**src/rtl/wa_buffer_ctrl.sv**
```systemverilog
// Sequencer for the word-addressable ifmap line buffer: fills it row by row from the loader,
// then streams sliding-window rows to the PE array across the buffer's 1-cycle read latency.
module wa_buffer_ctrl #(
    parameter int unsigned Depth      = 5,
    parameter int unsigned AddrWidth  = $clog2(Depth),
    parameter int unsigned KernelSize = 3,
    parameter int unsigned Stride     = 1
) (
    input  logic                 clk,
    input  logic                 rst,
    input  logic                 start,
    input  logic [AddrWidth:0]   cfg_rows,
    output logic                 busy,
    output logic                 done,
    output logic                 err,
    input  logic                 load_valid,
    output logic                 load_ready,
    output logic                 buf_write_en,
    output logic [AddrWidth-1:0] buf_write_addr,
    output logic [AddrWidth-1:0] buf_read_addr,
    output logic                 out_valid,
    input  logic                 out_ready,
    output logic                 out_last_k,
    output logic                 out_last
);

    localparam int unsigned KWidth   = (KernelSize > 1) ? $clog2(KernelSize) : 1;
    localparam int unsigned SumWidth = AddrWidth + 3;

    localparam logic [1:0] StIdle   = 2'd0;
    localparam logic [1:0] StLoad   = 2'd1;
    localparam logic [1:0] StStream = 2'd2;
    localparam logic [1:0] StDrain  = 2'd3;

    localparam logic [SumWidth-1:0]  KExt      = SumWidth'(KernelSize);
    localparam logic [SumWidth-1:0]  StrideExt = SumWidth'(Stride);
    localparam logic [SumWidth-1:0]  DepthExt  = SumWidth'(Depth);
    localparam logic [AddrWidth:0]   CfgOne    = (AddrWidth + 1)'(1);
    localparam logic [AddrWidth-1:0] AddrOne   = AddrWidth'(1);
    localparam logic [AddrWidth-1:0] AddrStep  = AddrWidth'(Stride);
    localparam logic [KWidth-1:0]    KOne      = KWidth'(1);
    localparam logic [KWidth-1:0]    KMax      = KWidth'(KernelSize - 1);

    logic [1:0]           state_q, state_d;
    logic [AddrWidth:0]   cfg_q, cfg_d;
    logic [AddrWidth-1:0] load_cnt_q, load_cnt_d;
    logic [AddrWidth-1:0] base_q, base_d;
    logic [KWidth-1:0]    k_q, k_d;
    logic [AddrWidth-1:0] cur_addr_q, cur_addr_d;
    logic [AddrWidth-1:0] pend_addr_q, pend_addr_d;
    logic                 out_valid_q, out_valid_d;
    logic                 out_last_k_q, out_last_k_d;
    logic                 out_last_q, out_last_d;
    logic                 done_q, done_d;
    logic                 err_q, err_d;

    logic                cfg_ok;
    logic                issue;
    logic                hs;
    logic                k_last;
    logic                win_last;
    logic                addr_last;
    logic [SumWidth-1:0] cfg_in_ext;
    logic [SumWidth-1:0] next_win_end;

    always_comb begin
        cfg_in_ext   = SumWidth'(cfg_rows);
        cfg_ok       = (cfg_in_ext >= KExt) && (cfg_in_ext <= DepthExt);
        load_ready   = (state_q == StLoad);
        buf_write_en = load_valid & load_ready;
        buf_write_addr = load_cnt_q;
        hs           = out_valid_q & out_ready;
        issue        = (state_q == StStream) && (!out_valid_q || out_ready);
        k_last       = (k_q == KMax);
        // The current window is the last one if the next window would run past cfg_rows.
        next_win_end = SumWidth'(base_q) + StrideExt + KExt;
        win_last     = (next_win_end > SumWidth'(cfg_q));
        addr_last    = k_last && win_last;
        // While stalled, re-read the presented row so dataOut stays stable.
        buf_read_addr = (out_valid_q && !out_ready) ? pend_addr_q : cur_addr_q;
        busy         = (state_q != StIdle);
        done         = done_q;
        err          = err_q;
        out_valid    = out_valid_q;
        out_last_k   = out_last_k_q;
        out_last     = out_last_q;
    end

    always_comb begin
        state_d      = state_q;
        cfg_d        = cfg_q;
        load_cnt_d   = load_cnt_q;
        base_d       = base_q;
        k_d          = k_q;
        cur_addr_d   = cur_addr_q;
        pend_addr_d  = pend_addr_q;
        out_valid_d  = out_valid_q;
        out_last_k_d = out_last_k_q;
        out_last_d   = out_last_q;
        done_d       = 1'b0;
        err_d        = 1'b0;

        case (state_q)
            StIdle: begin
                if (start) begin
                    if (cfg_ok) begin
                        cfg_d      = cfg_rows;
                        load_cnt_d = '0;
                        state_d    = StLoad;
                    end else begin
                        done_d = 1'b1;
                        err_d  = 1'b1;
                    end
                end
            end
            StLoad: begin
                if (buf_write_en) begin
                    if ({1'b0, load_cnt_q} == cfg_q - CfgOne) begin
                        load_cnt_d = '0;
                        base_d     = '0;
                        k_d        = '0;
                        cur_addr_d = '0;
                        state_d    = StStream;
                    end else begin
                        load_cnt_d = load_cnt_q + AddrOne;
                    end
                end
            end
            StStream: begin
                if (issue) begin
                    pend_addr_d  = cur_addr_q;
                    out_valid_d  = 1'b1;
                    out_last_k_d = k_last;
                    out_last_d   = addr_last;
                    if (addr_last) begin
                        base_d     = '0;
                        k_d        = '0;
                        cur_addr_d = '0;
                        state_d    = StDrain;
                    end else if (k_last) begin
                        base_d     = base_q + AddrStep;
                        k_d        = '0;
                        cur_addr_d = base_q + AddrStep;
                    end else begin
                        k_d        = k_q + KOne;
                        cur_addr_d = cur_addr_q + AddrOne;
                    end
                end
            end
            StDrain: begin
                if (hs && out_last_q) begin
                    done_d  = 1'b1;
                    state_d = StIdle;
                end
            end
            default: state_d = StIdle;
        endcase

        if (hs && !issue) begin
            out_valid_d  = 1'b0;
            out_last_k_d = 1'b0;
            out_last_d   = 1'b0;
        end
    end

    always_ff @(posedge clk or posedge rst) begin
        if (rst) begin
            state_q      <= StIdle;
            cfg_q        <= '0;
            load_cnt_q   <= '0;
            base_q       <= '0;
            k_q          <= '0;
            cur_addr_q   <= '0;
            pend_addr_q  <= '0;
            out_valid_q  <= 1'b0;
            out_last_k_q <= 1'b0;
            out_last_q   <= 1'b0;
            done_q       <= 1'b0;
            err_q        <= 1'b0;
        end else begin
            state_q      <= state_d;
            cfg_q        <= cfg_d;
            load_cnt_q   <= load_cnt_d;
            base_q       <= base_d;
            k_q          <= k_d;
            cur_addr_q   <= cur_addr_d;
            pend_addr_q  <= pend_addr_d;
            out_valid_q  <= out_valid_d;
            out_last_k_q <= out_last_k_d;
            out_last_q   <= out_last_d;
            done_q       <= done_d;
            err_q        <= err_d;
        end
    end

endmodule
```
**config.mk**
```make
export PLATFORM = sky130hd
export DESIGN_NAME = wa_buffer_ctrl
export DESIGN_NICKNAME = d
export VERILOG_FILES = /design/src/rtl/wa_buffer_ctrl.sv
export SDC_FILE = /design/constraint.sdc
export NUM_CORES = 1
export LEC_CHECK = 0
export CAP_MARGIN = 20
export CORE_AREA = 2 2 53 65
export DETAILED_ROUTE_END_ITERATION = 10
export DIE_AREA = 0 0 55 67
export GPL_TIMING_DRIVEN = 0
export PLACE_DENSITY = 0.77
export SLEW_MARGIN = 5
export SYNTH_ARGS = -nofsm -noshare
export SYNTH_HDL_FRONTEND = slang
export SYNTH_SLANG_ARGS = --single-unit
```
**constraint.sdc**
```tcl
create_clock -name clk -period 3.1 [get_ports clk]
set_input_delay 0.62 -clock clk [delete_from_list [all_inputs] [get_ports clk]]
set_output_delay 0.62 -clock clk [all_outputs]
set_load 0.05 [all_outputs]
```
Word level (Yosys, flattened, before mapping)
Cells that the tools add are included.
Widths: inputs -> output; s select.
{"block": "word_totals", "output_inout_bits": 14, "regBits": 25, "wordCells": 104}
{"block": "op_classes", "n_addsub": 7, "eq_ne": 13, "order_cmp": 3, "n_mux": 44, "bitwise": 2, "n_reduce_logical": 23}
{"operator": "$mux 3", "count": 13}
{"operator": "$mux 2", "count": 12}
{"operator": "$pmux 3 s2", "count": 3}
{"operator": "$mux 1", "count": 13}
{"operator": "$ne 2x2->1 const B", "count": 5}
{"operator": "$reduce_bool 2->1", "count": 5}
{"operator": "$add 3x1->3 const B", "count": 3}
{"operator": "$pmux 2 s4", "count": 1}
{"operator": "$reduce_and 4->1", "count": 2}
{"operator": "$reduce_and 7->1", "count": 1}
{"operator": "$eq 2x2->1 const B", "count": 3}
{"operator": "$logic_and 1x1->1", "count": 6}
{"operator": "$add 4x2->5 const B", "count": 1}
{"operator": "$gt 5x4->1", "count": 1}
{"operator": "$reduce_and 5->1", "count": 1}
{"operator": "$add 3x1->4 const B", "count": 1}
{"operator": "$eq 3x4->1", "count": 1}
{"operator": "$ge 4x2->1 const B", "count": 1}
{"operator": "$le 4x3->1 const B", "count": 1}
{"operator": "$ne 2x1->1 const B", "count": 2}
{"operator": "$pmux 2 s2", "count": 1}
{"operator": "$reduce_and 2->1", "count": 2}
{"operator": "$sub 4x1->4 const B", "count": 1}
{"operator": "$logic_not 1->1", "count": 3}
{"operator": "other kinds (8)", "count": 9}

Longest topological paths before layout
{"block": "logic_depth", "word_depth": 7, "depth_mapped": 8, "ltp_nobuf": 8}

Least setup slack after synthesis
No wires, ideal clock.
{"block": "synth_path", "kind": "flip-flop to flip-flop", "startpoint": "register state_q[1]", "endpoint": "register base_q[0]", "arrival_ns": 2.491, "setup_slack_ns": 0.488, "required_time_ns": 2.978, "path_stages_with_launch": 9, "path_cell_list": "dfrtp_1 -> inv_1 -> ha_1 -> nand2_1 -> inv_1 -> o21ai_1 -> a2111oi_0 -> a21oi_1 -> a32o_1"}
{"block": "synth_via", "elab_chain_cells": 4, "elab_cells_between_ends": 11}
{"element": "start, declared", "line": "44", "text": "logic [1:0] state_q, state_d;"}
{"element": "start signal, assigned", "line": "168", "text": "state_q <= StIdle;"}
{"element": "start signal, assigned", "line": "181", "text": "state_q <= state_d;"}
{"element": "$eq 2x1->1", "line": "69", "text": "load_ready = (state_q == StLoad);"}
{"element": "named net load_ready", "line": "17", "text": "output logic load_ready,"}
{"element": "$and 1x1->1", "line": "70", "text": "buf_write_en = load_valid & load_ready;"}
{"element": "named net buf_write_en", "line": "18", "text": "output logic buf_write_en,"}
{"element": "$ne 2x1->1 (no line)"}
{"element": "$reduce_and 5->1 (no line)"}
{"element": "end signal, assigned", "line": "184", "text": "base_q <= base_d;"}
{"element": "end, declared", "line": "47", "text": "logic [AddrWidth-1:0] base_q, base_d;"}
The timed path passes the listed nets, and every way through them passes these cells.
A chain may end at the register's enable or synchronous reset.

Final worst setup path
{"block": "layout_path", "startpoint": "register state_q[1]", "endpoint": "output port buf_write_en"}
{"block": "layout_via", "elab_chain_cells": 2}
{"element": "$eq 2x1->1", "line": "69"}
{"element": "$and 1x1->1", "line": "70"}
{"element": "end, declared", "line": "18"}
Every way passes these cells.

==> summary.md <==
| Metric | Value |
|---|---|
| Status | `completed` |
| Register area share after synthesis | `38.9%` |
| I/O pin count | `23` |
| Fin nets | `216` |
| Die Y | `67 um` |
| Slowest CP cell | `clkdlybuf4s50_1` |
| CTS tree | `done` |
| Diodes inserted | `0` |
| Crit end category | `primary output` |
| Max Freq | `341 MHz` |
| Multi-input logic area | `912 um^2` |
| FF/Latch Area | `626 um^2` |
| Share of cells above drive strength 1 | `11.4%` |
| # setup viols final | `0` |
| Num CTS Buffers | `3` |
| Skew final | `0.00446 ns` |
| CTS max path bufs | `2` |
| Vias/cell | `6.04` |
| R2R Setup Slk | `0.57 ns` |
| CP peak stage delay | `0.81 ns` |
| Max-cap violations | `0` |
| DPL Wire Length | `2.85 mm` |
| RSZ-0062 raised after global routing | `false` |
| Final worst slack | `0.166 ns` |
| Crit-path max FO | `8` |
| I/O Buffers | `22` |
| Core area | `3030 um^2` |
| Row Count | `22` |
| Clk_lat worst skew | `0.33 ns` |
| Global placer's final weighted congestion | `0.925` |
| RR Endpoint | `cur_addr_q[0]` |
| Lkg Pwr | `0.000936 uW` |
| Hold WC Path Type | `flip-flop to flip-flop` |
| CP Launch Type | `flip-flop` |
| Vias in the first global route | `1399` |
| Pins Over Slew Limit | `0` |
| Mean Syn Cell Area | `9.68 um^2` |
| # H-tree levels | `1` |
| Die ar. | `3690 um^2` |
| Synthesized Nets | `188` |
| Syn-to-layout area delta | `19.6%` |
| Mapped cell area | `1610 um^2` |
| Min Tclk post-route | `2.93 ns` |
| Clock transition at path regs | `0.14 ns` |
| Grt ovf | `0` |
| CP Cell Sequence | `inv_1, ha_1, nand2_1, inv_1, clkdlybuf4s50_1` |
| Tightest Pin Transition | `0.705 ns` |
| Die Wd | `55 um` |
| Worst r2r src | `state_q[0]` |
| Hold Path Origin | `out_last_k` |
| Peak VDD IR | `746 uV` |
| Worst Path Class, Setup | `flip-flop to primary output` |
| Pre-CTS WS | `0.0376 ns` |
| Hold Crit Endpoint | `out_last_k` |
| Final worst-path cycle share | `94.6%` |
| Worst slew margin | `52.6%` |
| Initial antenna violation count | `0` |
| Root buffer cell | `clkbuf_4` |
| Synth Flop Type | `dfrtp_1` |
| DR iter-0 viols | `31` |
| Unique masters post-synth | `47` |
| Wire length of the first global-routing pass | `6.20 mm` |
| Async SR Flop Fraction | `100%` |
| Placed Instance Area | `1870 um^2` |
| Post-DR wirelength/cell | `15.9 um` |
| Fill cells | `274` |
| Cells after synthesis | `166` |
| Yosys reg bits | `25` |
| Total negative setup slack | `0 ns` |
| Post-CTS Hold Fix Bufs | `0` |
| # clock sinks | `25` |
| Starting Density | `53.1%` |
| Arrival time at the worst endpoint | `2.31 ns` |
| Ys Warns | `0` |
| Design Area, Final | `1920 um^2` |
| Post-synth EDFFs | `0` |
| Post-cts gate resize count | `0` |
| Initial DRT Pass Iterations | `4` |
| Largest net degree at the start of global routing | `26` |
| Final Hold Fails | `0` |
| Most common cell on crit path | `inv_1` |
| R2r worst-path depth | `7` |
| Via count | `1384` |
| Total Routing Usage GR | `22.9%` |
| P per Cell Area | `1040 nW/um^2` |
| Routed wire length | `3.64 mm` |
| DRC violations left | `0` |
| Setup repair bufs after CTS | `0` |
| Antenna Nets Post-Route | `0` |
| Hold depth | `2` |
| Critical Path RT | `2.48 ns` |
==> Yosys cell counts (all sizes together) (2+ instances only) <==
cell type / count / area (um^2)
nor2: 12 / 45.0
a21oi: 7 / 35.0
nand4: 2 / 12.5
mux2: 11 / 124
nor2b: 2 / 12.5
inv: 15 / 56.3
xnor2: 3 / 26.3
o211ai: 2 / 15.0
nor3: 2 / 10.0
dfrtp: 25 / 626
nand2: 17 / 63.8
nand3: 2 / 10.0
a2111oi: 2 / 17.5
o311ai: 2 / 17.5
o22a: 2 / 17.5
o2bb2ai: 2 / 17.5
nand2b: 3 / 18.8
nor4bb: 2 / 20.0
ha: 13 / 163
a22o: 2 / 17.5
a21o: 2 / 16.3
o21ai: 11 / 55.1
a211o: 4 / 35.0
buf: 2 / 8.75
==> worst max-delay path by stage <==
stage                     depth (start not counted)  slack (ns)  startpoint          endpoint
after CTS                                         5        0.02   out_ready  buf_read_addr[2]
final                                             5        0.17  state_q[1]      buf_write_en
after global placement                            5        0.03   out_ready  buf_read_addr[2]
after global routing                              5        0.04  state_q[1]      buf_write_en
after detailed placement                          5        0.04   out_ready  buf_read_addr[2]
after floorplan                                   8        0.49  state_q[1]         base_q[0]
==> metal layers <==
layer,vias up,track usage (%),share of wire (%)
met5,-,0,0
met4,0,9.45,2.8
met3,11,2.69,3.9
met2,37,40.3,53
met1,680,27.0,40
li1,656,-,-
==> state kept, by name (all words and copies together), names as in the netlist <==
register / count
base_q: 3
buf_write_addr: 3
cfg_q: 4
cur_addr_q: 3
done: 1
err: 1
k_q: 2
out_last: 1
out_last_k: 1
out_valid: 1
pend_addr_q: 3
state_q: 2
==> layout make-up <==
cell class                 count  share of cell area, %
multi-input combinational    123                   47.5
sequential                    25                   32.6
timing repair buffer          23                   12.6
inverter                      15                   2.93
tap                           36                   2.34
clock buffer                   3                   1.17
buffer                         3                  0.651
clock inverter                 1                  0.260
==> logic make-up (layout without fill, tap and decap cells) <==
family | after synthesis | count (layout) | share of synthesized area, %
adders and majority gates | 13 | 13 | 10.1
DFF | 25 | 25 | 38.9
xor gates and xnor gates | 4 | 4 | 2.18
buffers and inverters | 18 | 45 | 4.28
and+or+nand+nor | 49 | 49 | 15.3
muxes | 11 | 11 | 7.71
AOI/OAI and AO/OA | 46 | 46 | 21.4
==> stage by stage <==
stage               total power [uW]  utilization [%]  hold WS [ns]  std cells
detailed placement              1860             61.8         0.485        224
global placement                1790             61.8         0.476        224
CTS                             2010             62.7         0.517        228
global route                    2170             63.5         0.543        229
floorplan                       1500                -         0.475        166
finish                          2000             63.5         0.510        229
==> layout by cell type (no fill, tap or decap), types with 3 or more instances in the layout <==
master	count
dfrtp_1	25
clkdlybuf4s50_1	19
nand2_1	17
inv_1	15
ha_1	13
nor2_1	12
mux2_2	10
o21ai_0	9
a21oi_1	7
a211o_1	4
nand2b_1	3
xnor2_1	3
clkbuf_4	3
dlymetal6s2s_1	3
==> where the power goes <==
part / total, uW / switching [uW] / internal, uW / leakage [uW]
Sequential: 565 / 118 / 448 / 0.000323
Combinational: 1290 / 788 / 499 / 0.000595
Clock: 152 / 104 / 48.4 / 0.0000177
Total: 2000 / 1010 / 995 / 0.000936
==> critical path: cells and delay by family, from the launching register on <==
family        cells  cell delay [ns]
fa+ha+maj         1             0.36
flops             1             0.44
simple gates      1             0.14
buf+inv           3             1.05
Power figures use the tool's default switching activity.
